[src/rtl/l2arb_pkg.sv]
// Shared state encoding, channel-count limits and index-width helper for the L2 request arbiter.
// Latency: none, declarations only.
// Backpressure: not applicable.
package l2arb_pkg;

  typedef enum logic [1:0] {
    IDLE = 2'd0,
    ADDR = 2'd1,
    DATA = 2'd2
  } arb_state_e;

  localparam int unsigned N_CH_MIN = 2;
  localparam int unsigned N_CH_MAX = 8;

  // Bits needed to hold a channel index; never narrower than one bit.
  function automatic int unsigned idx_w(input int unsigned n);
    return (n <= 1) ? 1 : $clog2(n);
  endfunction

endpackage

[src/rtl/rr_arbiter.sv]
// Winner select: first requester at or after ptr, wrapping to index 0; ptr = 0 gives fixed priority.
// Latency: purely combinational.
// Backpressure: none; the caller decides when the result is consumed.
module rr_arbiter
  import l2arb_pkg::*;
#(
  parameter int unsigned N  = 2,
  parameter int unsigned IW = idx_w(N)
) (
  input  logic [N-1:0]  req,
  input  logic [IW-1:0] ptr,
  output logic [N-1:0]  gnt_oh,
  output logic [IW-1:0] gnt_idx
);

  int unsigned ptr_u;
  logic        found;

  assign ptr_u = 32'(ptr);

  // Upper pass covers ptr..N-1, lower pass covers the wrapped 0..ptr-1 range.
  always_comb begin
    gnt_oh  = '0;
    gnt_idx = '0;
    found   = 1'b0;
    for (int unsigned i = 0; i < N; i++) begin
      if (!found && req[i] && (i >= ptr_u)) begin
        found     = 1'b1;
        gnt_oh[i] = 1'b1;
        gnt_idx   = IW'(i);
      end
    end
    for (int unsigned i = 0; i < N; i++) begin
      if (!found && req[i]) begin
        found     = 1'b1;
        gnt_oh[i] = 1'b1;
        gnt_idx   = IW'(i);
      end
    end
  end

endmodule

[src/rtl/l2_req_arbiter.sv]
// Funnels N_CH L1 request channels onto one L2 port, one transaction in flight (L2ARB_RR_EN: round-robin, else fixed priority).
// Latency: l2_req one cycle after ch_req is seen; ch_addrOK/ch_dataOK/ch_rdata same cycle as l2_addrOK/l2_dataOK.
// Backpressure: losing channels hold ch_req until their ch_addrOK; one idle bubble between back-to-back transactions.
module l2_req_arbiter
  import l2arb_pkg::*;
#(
  parameter int unsigned N_CH   = 2,
  parameter int unsigned ADDR_W = 32,
  parameter int unsigned LINE_W = 128
) (
  input  logic                   clk,
  input  logic                   rstn,
  input  logic [N_CH-1:0]        ch_req,
  input  logic [N_CH-1:0]        ch_wr,
  input  logic [N_CH*ADDR_W-1:0] ch_addr,
  input  logic [N_CH*32-1:0]     ch_wdata,
  input  logic [N_CH*4-1:0]      ch_wstrb,
  input  logic [N_CH*2-1:0]      ch_size,
  input  logic [N_CH-1:0]        ch_SUC,
  output logic [N_CH-1:0]        ch_addrOK,
  output logic [N_CH-1:0]        ch_dataOK,
  output logic [LINE_W-1:0]      ch_rdata,
  output logic                   l2_req,
  output logic                   l2_wr,
  output logic                   l2_SUC,
  output logic [ADDR_W-1:0]      l2_addr,
  output logic [31:0]            l2_wdata,
  output logic [3:0]             l2_wstrb,
  output logic [1:0]             l2_size,
  input  logic                   l2_addrOK,
  input  logic                   l2_dataOK,
  input  logic [LINE_W-1:0]      l2_rdata
);

  localparam int unsigned GW = idx_w(N_CH);

  if ((N_CH < N_CH_MIN) || (N_CH > N_CH_MAX)) begin : g_bad_n_ch
    $error("l2_req_arbiter: N_CH outside supported range");
  end

  arb_state_e      state;
  logic [GW-1:0]   grant;
  logic [GW-1:0]   rr_ptr;
  logic [N_CH-1:0] win_oh;
  logic [GW-1:0]   win_idx;
  logic [N_CH-1:0] grant_oh;
  logic            req_any;
  logic            in_addr;
  logic            in_data;

  // Per-channel views of the flattened request fields.
  logic [ADDR_W-1:0] addr_a  [N_CH];
  logic [31:0]       wdata_a [N_CH];
  logic [3:0]        wstrb_a [N_CH];
  logic [1:0]        size_a  [N_CH];

  for (genvar i = 0; i < N_CH; i++) begin : g_unpack
    assign addr_a[i]  = ch_addr[i*ADDR_W +: ADDR_W];
    assign wdata_a[i] = ch_wdata[i*32 +: 32];
    assign wstrb_a[i] = ch_wstrb[i*4 +: 4];
    assign size_a[i]  = ch_size[i*2 +: 2];
  end

  rr_arbiter #(
    .N  (N_CH),
    .IW (GW)
  ) u_rr (
    .req     (ch_req),
    .ptr     (rr_ptr),
    .gnt_oh  (win_oh),
    .gnt_idx (win_idx)
  );

  assign req_any = |win_oh;

  // Transaction sequencer: latch the winner in IDLE, wait for address accept, then for data.
  always_ff @(posedge clk or negedge rstn) begin
    if (!rstn) begin
      state <= IDLE;
      grant <= '0;
    end else begin
      case (state)
        IDLE: begin
          if (req_any) begin
            grant <= win_idx;
            state <= ADDR;
          end
        end
        ADDR: begin
          if (l2_addrOK) state <= DATA;
        end
        DATA: begin
          if (l2_dataOK) state <= IDLE;
        end
        default: state <= IDLE;
      endcase
    end
  end

`ifdef L2ARB_RR_EN
  // Move the search start to the channel after the one just granted.
  always_ff @(posedge clk or negedge rstn) begin
    if (!rstn) begin
      rr_ptr <= '0;
    end else if ((state == IDLE) && req_any) begin
      rr_ptr <= (win_idx == GW'(N_CH - 1)) ? '0 : (win_idx + GW'(1));
    end
  end
`else
  assign rr_ptr = '0;
`endif

  assign in_addr  = (state == ADDR);
  assign in_data  = (state == DATA);
  assign grant_oh = N_CH'(1) << grant;

  // Downstream request fields are live only while the address phase is open.
  assign l2_req   = in_addr;
  assign l2_wr    = in_addr & ch_wr[grant];
  assign l2_SUC   = in_addr & ch_SUC[grant];
  assign l2_addr  = in_addr ? addr_a[grant]  : '0;
  assign l2_wdata = in_addr ? wdata_a[grant] : '0;
  assign l2_wstrb = in_addr ? wstrb_a[grant] : '0;
  assign l2_size  = in_addr ? size_a[grant]  : '0;

  // Handshakes outside their own phase are dropped here.
  assign ch_addrOK = (in_addr && l2_addrOK) ? grant_oh : '0;
  assign ch_dataOK = (in_data && l2_dataOK) ? grant_oh : '0;
  assign ch_rdata  = (in_data && l2_dataOK) ? l2_rdata : '0;

endmodule

[config.mk]
export PLATFORM = sky130hd
export DESIGN_NAME = l2_req_arbiter
export DESIGN_NICKNAME = d
export VERILOG_FILES = /design/src/rtl/l2arb_pkg.sv /design/src/rtl/rr_arbiter.sv /design/src/rtl/l2_req_arbiter.sv
export SDC_FILE = /design/constraint.sdc
export NUM_CORES = 1
export LEC_CHECK = 0
export CAP_MARGIN = 15
export CORE_AREA = 8 8 183 185
export DETAILED_ROUTE_END_ITERATION = 6
export DIE_AREA = 0 0 191 193
export PLACE_DENSITY_LB_ADDON = 0.12
export SKIP_CTS_REPAIR_TIMING = 1
export SYNTH_ARGS = -nofsm -noshare
export SYNTH_HDL_FRONTEND = slang
export SYNTH_SLANG_ARGS = --single-unit
[constraint.sdc]
create_clock -name clk -period 1.7 [get_ports clk]
set_clock_uncertainty 0.05 [all_clocks]
set_input_delay 0.34 -clock clk [delete_from_list [all_inputs] [get_ports clk]]
set_output_delay 0.34 -clock clk [all_outputs]
set_load 0.01 [all_outputs]
# ---- Word-level counts from Yosys, hierarchy flattened
# Cells that the tools add are included.
dict set report totals {
  out_inout_bits 205
  ff_bits 3
  inputBits 278
  elab_cells 60
}
dict set report op_classes {
  eq_ne 5
  bitwise 3
  order_cmp 2
  n_mux 35
  shifts 1
  reduce_logical 12
}
# op count
set op_table {}
lappend op_table {{32-bit two-way mux} 8}
lappend op_table {{128-bit two-way mux} 1}
lappend op_table {{2-bit two-way mux} 9}
lappend op_table {{4-bit two-way mux} 4}
lappend op_table {{1-bit two-way mux} 12}
lappend op_table {{2-bit != test (second input constant)} 3}
lappend op_table {{2-bit one-hot mux with 3 select lines} 1}
lappend op_table {{1-bit logical AND} 5}
lappend op_table {{1-bit zero test} 3}
lappend op_table {{3-bit AND reduction} 1}
lappend op_table {{1-bit AND} 2}
lappend op_table {{2-bit by 1-bit == test with 1-bit output (second input constant)} 1}
lappend op_table {{2-bit == test (second input constant)} 1}
lappend op_table {{2-bit >= comparator (second input constant)} 1}
lappend op_table {{2-bit zero test} 1}
lappend op_table {{1-bit by 2-bit < comparator with 1-bit output (second input constant)} 1}
lappend op_table {{1-bit inverter with 2-bit output} 1}
lappend op_table {{2-bit AND reduction} 1}
lappend op_table {{2-bit OR reduction} 1}
lappend op_table {{1-bit by 1-bit left shift with 2-bit output (first input constant)} 1}

# ---- Longest topological paths before layout
# Gate-level depths: netlist (run 1).
dict set report logic_depth {
  ltp_word 13
  ltp_mapped 5
  ltp_nobuf 3
}

# ---- By module
# Synthesis (run 1) repeated with hierarchy kept, for this count alone.
dict set report unflattened {
  cells_unflattened 327
  area_unflattened_um2 2304.7
}
# module cells_per_inst instances area_each_um2 seq_area_each_um2
set by_module_without_submodules {}
lappend by_module_without_submodules {l2_req_arbiter 323 1 2278.4 75.1}
lappend by_module_without_submodules {rr_arbiter 4 1 26.3 0.0}

# ---- Worst setup path before layout (run 1)
# Ideal clock, no wire load.
dict set report synth_timing {
  kind {register to output}
  start {register state[0]}
  end {output port ch_rdata[17]}
  path_buffers 2
  required_time_ns 1.310
  setup_slack_ns 0.168
  stages_incl_launch_ff 5
  arrival_time_ns 1.142
  path_cell_list {dfrtp_1 -> and3b_2 -> buf_12 -> buf_6 -> and2_1}
}
dict set report synth_between {
  elab_chain_cells 3
}
# element line_no
set synth_lines {}
lappend synth_lines {{from (decl)} l2_req_arbiter.sv:41} ;# arb_state_e state;
lappend synth_lines {{from (signal assigned)} l2_req_arbiter.sv:79} ;# state <= IDLE;
lappend synth_lines {{from (signal assigned)} l2_req_arbiter.sv:86} ;# state <= ADDR;
lappend synth_lines {{from (signal assigned)} l2_req_arbiter.sv:90} ;# if (l2_addrOK) state <= DATA;
lappend synth_lines {{2-bit == test} l2_req_arbiter.sv:114} ;# assign in_data = (state == DATA);
lappend synth_lines {{1-bit logical AND} l2_req_arbiter.sv:129} ;# assign ch_rdata = (in_data && l2_dataOK) ? l2_rdata : '0;
lappend synth_lines {{128-bit two-way mux} l2_req_arbiter.sv:129}
lappend synth_lines {{to (decl)} l2_req_arbiter.sv:22} ;# output logic [LINE_W-1:0] ch_rdata,
# Every way passes these cells.

# ---- Worst setup path in the final report (run 1)
dict set report layout_timing {
  start {register state[0]}
  end {output port ch_rdata[92]}
}
# Same word-level chain as after synthesis.

==> results of run 1 <==
where the power goes:
group,internal (W),switching (W),leakage [nW]
Clock,0.000309,0.0000638,0.0382
Sequential,0.000118,0.0000790,0.0341
Combinational,0.00504,0.00366,3.98
Total,0.00547,0.00381,4.05
Yosys cell counts:
library cell and number:
and2_1 38, buf_4 4, and3b_2 1, o21ai_0 1
clkbuf_1 1, nor2_1 75, nor3_1 1, buf_2 13
nand2_1 1, buf_6 3, nor3b_1 1, nand2b_1 2
nand3b_1 1, and3_1 1, nor2b_1 1, mux2i_1 72
and2_4 90, a211oi_1 1, dfrtp_1 3, a2bb2oi_1 1
buf_12 1, inv_1 1, buf_8 9
sequential cells by signal (all words and copies together), names as in the netlist:
| signal | count |
|---|---|
| grant | 1 |
| state | 2 |
metrics by stage:
| stage | hold slack, ps | area, um^2 | util |
|---|---|---|---|
| final | 260 | 8940 | 0.290 |
| after global routing | 269 | 8940 | 0.290 |
| after CTS | 263 | 7990 | 0.259 |
| after detailed placement | 499 | 7910 | 0.257 |
| after global placement | 490 | 7910 | 0.257 |
| after floorplan | -5.59 | 2470 | - |
final timing paths:
path / start / end / cells after the start
setup / recovery: state[0] / ch_rdata[92] / 7
min in group clk: l2_dataOK / state[1] / 3
setup reg to reg: grant / grant / 3
hold / removal: rstn / state[0] / 1
hold reg to reg: state[1] / state[0] / 2
max in group asynchronous: rstn / grant / 1
cell type report:
class / instances / area, um^2
inverters: 1 / 3.75
multi-input cells: 289 / 2620
well taps: 402 / 503
flip-flops and latches: 3 / 80.1
fillers: 3359 / 21900
clock buffers: 4 / 78.8
repair buffers: 561 / 5650
cells in the final DEF, fill, tap and decap left out:
cell type	n
dfrtp_2	1
nor2_4	24
dlymetal6s2s_1	5
a2bb2oi_1	1
and2_1	29
a211oi_1	1
nand2b_1	1
clkbuf_1	1
and3b_4	1
mux2i_4	17
mux2i_1	43
buf_12	17
nand2_1	1
buf_6	115
clkbuf_2	38
clkdlybuf4s50_1	276
and3b_2	1
buf_4	36
mux2i_2	12
buf_8	10
dfrtp_1	1
nor2_1	47
and2_4	99
and3_1	1
buf_16	1
nor2_2	4
nand3b_1	1
nor3b_1	1
buf_2	51
dfrtp_4	1
o21ai_0	1
clkbuf_16	15
inv_1	1
nand2b_4	2
nor2b_4	1
nor3_1	1
kinds of logic after synthesis:
kind of cell,synth area share
AND/OR/NAND/NOR,0.552
multiplexers,0.291
buffers and inverters,0.118
AO/OA/AOI/OAI,0.00859
flip-flops,0.0303
layer usage:
metal  vias to the layer above  wire length, um  track usage
met1                      1871             8170        0.100
met2                       286            13300        0.207
met5                         -                0            0
met3                         2             2840       0.0495
met4                         0               40      0.00626
li1                       2107                -            -
==> results.md, run 1 <==
- Number of global-route vias before repair: 4343
- Global-route wire length before repair: 29.1 mm
- Worst hold-check path type: in2async
- Die width: 191 um
- Kind of cell adding the most delay to the critical path: buffers and inverters
- Pwr/cell area: 1040 nW/um^2
- RD Place Congestion: 0.770
- Total Routing Usage GR: 0.105
- Leading area contributor after synthesis: and2_4
- Clock root buffer: clkbuf_16
- Vias: 4266
- Row count: 65
- Fraction of layout cells with a size suffix above 1: 0.520
- Top post-synthesis cells by area: and2_4 (32%), mux2i_1 (29%), nor2_1 (11%), and2_1 (9.6%), buf_8 (5.5%)
- Status: complete, but fails checks
- Layout net count: 1137
- CORE AREA: 30800 um^2
- Maxcap violations: 0
- Syn Inst Count: 322
- Finished Layout Cells: 1260
- Fmax: 475 MHz
- Clock transition at path regs: 30 ps
- Gr ovfl total: 0
- Yosys warns: 0
- WL/cell: 19.3 um
- Synth top area share: 0.319
- Syn nets: 600
- Minimum clock period: 2110 ps
- DR pass1 iterations: 3
- Inserted Clock Buffers: 3
- Initial DRC count: 39
- CP Launch Type: flip-flop
- Drt total wl: 24.3 mm
- Max incr delay on CP: 400 ps
- #FFs+latches synth: 3
- ANT cells: 0
- Initial antenna violation count: 0
- Die height: 193 um
- CTS H-tree lvls: 1
- Largest net degree at the start of global routing: 31
- Cells along the critical path: and3b_4, buf_6, buf_12, buf_8, clkbuf_16, and2_4, buf_6
- CP arrival: 1720 ps
- R2r setup slk: 510 ps
- Post-synthesis sequential area ratio: 0.0303
- Initial core utilization: 0.0803
- DP HPWL: 20.2 mm
- Leak: 4.05 nW
- Clk sinks: 3
- Failing checks: negative setup slack
- Final setup viols: 201
- Average size of a mapped cell: 7.69 um^2
- Cell area after synthesis: 2470 um^2
- Port buffer count: 482
- Detail Route Antenna Nets: 0
- Crit Path Category: reg2out
- Slew Viols, Final: 0
- Setup TNS Final: -45100 ps
- Post-Place Cells: 1208
- Die area: 36900 um^2
- DRC viols: 0
- Fin crit share: 1.24
- Final hold viol count: 0
- Max Root-Sink Buffers: 2
- Clk_lat worst skew: 220 ps
- Slew @ Worst Pin: 260 ps
- Worst setup EP type: primary output
- RSZ-0062 raised after global routing: true
- Worst relative slew slack: 0.822
- Vias per cell: 3.39
- Worst setup margin: -405 ps
- Place WS: -827 ps
- Most frequent CP cell: buf_6
- Worst Path Required: 1310 ps
- Max IR drop VDD: 0.000462 V
- Area delta synth->final: 261%
- CP bufs+invs: 5
- CTS tree: yes
- Pwr Total: 0.00927 W
- CP max stage cell: dfrtp_1
- Boundary pin count: 483
- Synth unique cells: 23
- Highest fanout seen on the critical path: 8
Note: power is estimated with default switching activity, not from simulation.
==> run 2, diff against run 1 <==
--- a/config.mk
+++ b/config.mk
@@ -9,6 +9,7 @@
 export CORE_AREA = 8 8 183 185
 export DETAILED_ROUTE_END_ITERATION = 6
 export DIE_AREA = 0 0 191 193
+export MAX_ROUTING_LAYER = met4
 export PLACE_DENSITY_LB_ADDON = 0.12
 export SKIP_CTS_REPAIR_TIMING = 1
 export SYNTH_ARGS = -nofsm -noshare
==> run 2 against run 1 <==
  * The flow still finishes with violations (negative setup slack)
  * Core utilization decreased by 0.92 points
  * Via count rose by 0.42%
  * Sequential share of layout area is essentially flat
  * Flip-flop and latch count unchanged
  * Clock-buffer cell count is the same
  * Critical path type unchanged
==> results.md, run 2 (same netlist as run 1, synthesis figures left out) <==
- Initial DRC count: 41 (+5.1%)
- Drt total wl: 24.1 mm (-1.2%)
- DP Area: 7910 um^2 (unchanged)
- Layout net count: 1151 (+1.2%)
- Combinational fraction of design power: 0.929 (-0.009)
- Final setup viols: 197 (-2.0%)
- Most common cell after layout, fill and taps aside: clkdlybuf4s50_1
- Layout Cell Area excl Fill: 8660 um^2 (-3.2%)
- Finished Layout Cells: 1274 (+1.1%)
- Die width: 191 um (unchanged)
- Vias per cell: 3.36 (-0.68%)
- WL/cell: 18.9 um (-2.2%)
- Setup TNS Final: -45290 ps (-193 ps)
- Net Switching: 0.00341 W (-10%)
- Global-route wire length before repair: 28.9 mm (-0.81%)
- Global route hottest layer: met2
- Failing checks: negative setup slack
- Status: complete, but fails checks
- CTS tree: yes
- Area delta synth->final: 250%
- Post-Place Cells: 1208 (unchanged)
- RSZ-0062 raised after global routing: true
- Clock transition at path regs: 30 ps (about the same)
- CP arrival: 1730 ps (about the same)
- DRC viols: 0 (unchanged)
- Clk sinks: 3 (unchanged)
- Row count: 65 (unchanged)
- Max Root-Sink Buffers: 2 (unchanged)
- Most frequent cells in the layout: clkdlybuf4s50_1 (276), buf_6 (118), and2_4 (102), mux2i_1 (67), nor2_1 (56)
- Number of global-route vias before repair: 4402 (+1.4%)
- Internal: 0.00507 W (-7.3%)
- Clock root buffer: clkbuf_16
- Port buffer count: 482 (unchanged)
- Final hold viol count: 0 (unchanged)
- Initial antenna violation count: 0 (unchanged)
- Met2 usage: 0.207 (about the same)
- Fmax: 472 MHz (-0.58%)
- Pwr Total: 0.00848 W (-8.5%)
- RD Place Congestion: 0.781 (+1.3%)
- Most flops, register: state
- CORE AREA: 30800 um^2 (unchanged)
- Initial core utilization: 0.0803 (unchanged)
- Worst hold-check path type: in2async
- Largest net degree at the start of global routing: 31 (unchanged)
- Inserted Clock Buffers: 3 (unchanged)
- Minimum clock period: 2120 ps (+12.3 ps)
- DP HPWL: 20.2 mm (unchanged)
- Fin crit share: 1.25 (+0.00722)
- CP Launch Type: flip-flop
- Met3 GRT Util: 0.0344 (-0.0151)
- Slew Viols, Final: 0 (unchanged)
- Gr ovfl total: 0 (unchanged)
- Largest registers in the final layout: state: 2 flops, grant: 1 flops
- Total Routing Usage GR: 0.108 (+0.00298)
- Clk pwr share: 0.044 (+0.004)
- Leak: 4.26 nW (+5.2%)
- Hold slack: 258 ps (-2.47 ps)
- Crit Path Category: reg2out
- Clk_lat worst skew: 220 ps (about the same)
- Vias: 4284 (+0.42%)
- Worst setup margin: -418 ps (-12.3 ps)
- Slew @ Worst Pin: 285 ps (+25.0 ps)
- CTS H-tree lvls: 1 (unchanged)
- # fillers: 3394 (+1.0%)
- Detail Route Antenna Nets: 0 (unchanged)
- Boundary pin count: 483 (unchanged)
- Pwr/cell area: 980 nW/um^2 (-5.5%)
- Max IR drop VDD: 0.000489 V (+5.9%)
- Highest fanout seen on the critical path: 8 (unchanged)
- Die area: 36900 um^2 (unchanged)
- Sequential power share: 0.026 (+0.005)
- Max FFs per register: 2 (unchanged)
- Worst Path Required: 1310 ps (about the same)
- Die height: 193 um (unchanged)
- Maxcap violations: 0 (unchanged)
- ANT cells: 0 (unchanged)
- GRT met1 Usage: 0.110 (+0.00910)
- DR pass1 iterations: 3 (unchanged)
- Worst relative slew slack: 0.804 (-0.0171)
- Worst setup EP type: primary output
- Sw Ratio: 0.402 (-0.00793)
- Fraction of layout cells with a size suffix above 1: 0.478 (-0.0416)
## run 2: changes by cell type in the layout (fill, tap and decap cells not counted), moves of 9 or more
cell | before | now
nor2_1 | 47 | 56
mux2i_1 | 43 | 67
nor2_4 | 24 | 1
mux2i_4 | 17 | 1
dlymetal6s2s_1 | 5 | 19
nor2_2 | 4 | 18
## run 2: final cells by class
cell class | count | area, um^2 | area share
Clock buffer | 4 | 78.8 | 0.00911
Inverter | 1 | 3.75 | 0.000434
Multi-Input combinational cell | 289 | 2260 | 0.261
Sequential cell | 3 | 80.1 | 0.00925
Tap cell | 402 | 503 | 0.0581
Timing Repair Buffer | 575 | 5730 | 0.662
## run 2: path summary, 6_finish.rpt
kind	startpoint	to	slack, ps	cells after the start
max in group asynchronous	rstn	grant	1170	1
min	rstn	state[0]	260	1
min in group clk	l2_dataOK	state[1]	490	3
min reg2reg	state[1]	state[0]	580	2
max reg2reg	state[0]	grant	310	6
max	state[0]	ch_rdata[92]	-420	7
## run 2: metal layers
metal,share of wire,vias up
met3,0.093,6
met5,0,-
met2,0.54,290
met1,0.36,1862
li1,-,2126
met4,0.0031,0
## run 2: through the flow
step / setup WS [ps] / util
6_report: -418 / 0.281
5_1_grt: -484 / 0.281
4_1_cts: -830 / 0.259
3_5_place_dp: -827 / 0.257
3_3_place_gp: -828 / 0.257
2_1_floorplan: 168 / -
## run 2: worst max-delay path, cell delays in order, from the launching register on
cell	delay (ps)
dfrtp_1	400
and3b_4	390
buf_6	120
buf_12	110
buf_8	110
clkbuf_16	130
and2_4	130
buf_6	90
## run 2: power groups by stage
stage | clock (W) | sequential, W | combinational, W
6_report | 0.000376 | 0.000223 | 0.00789
3_3_place_gp | 0 | 0.000212 | 0.00670
2_1_floorplan | 0 | 0.000139 | 0.00298
5_1_grt | 0.000387 | 0.000237 | 0.00850
3_5_place_dp | 0 | 0.000211 | 0.00662
4_1_cts | 0.000380 | 0.000214 | 0.00665
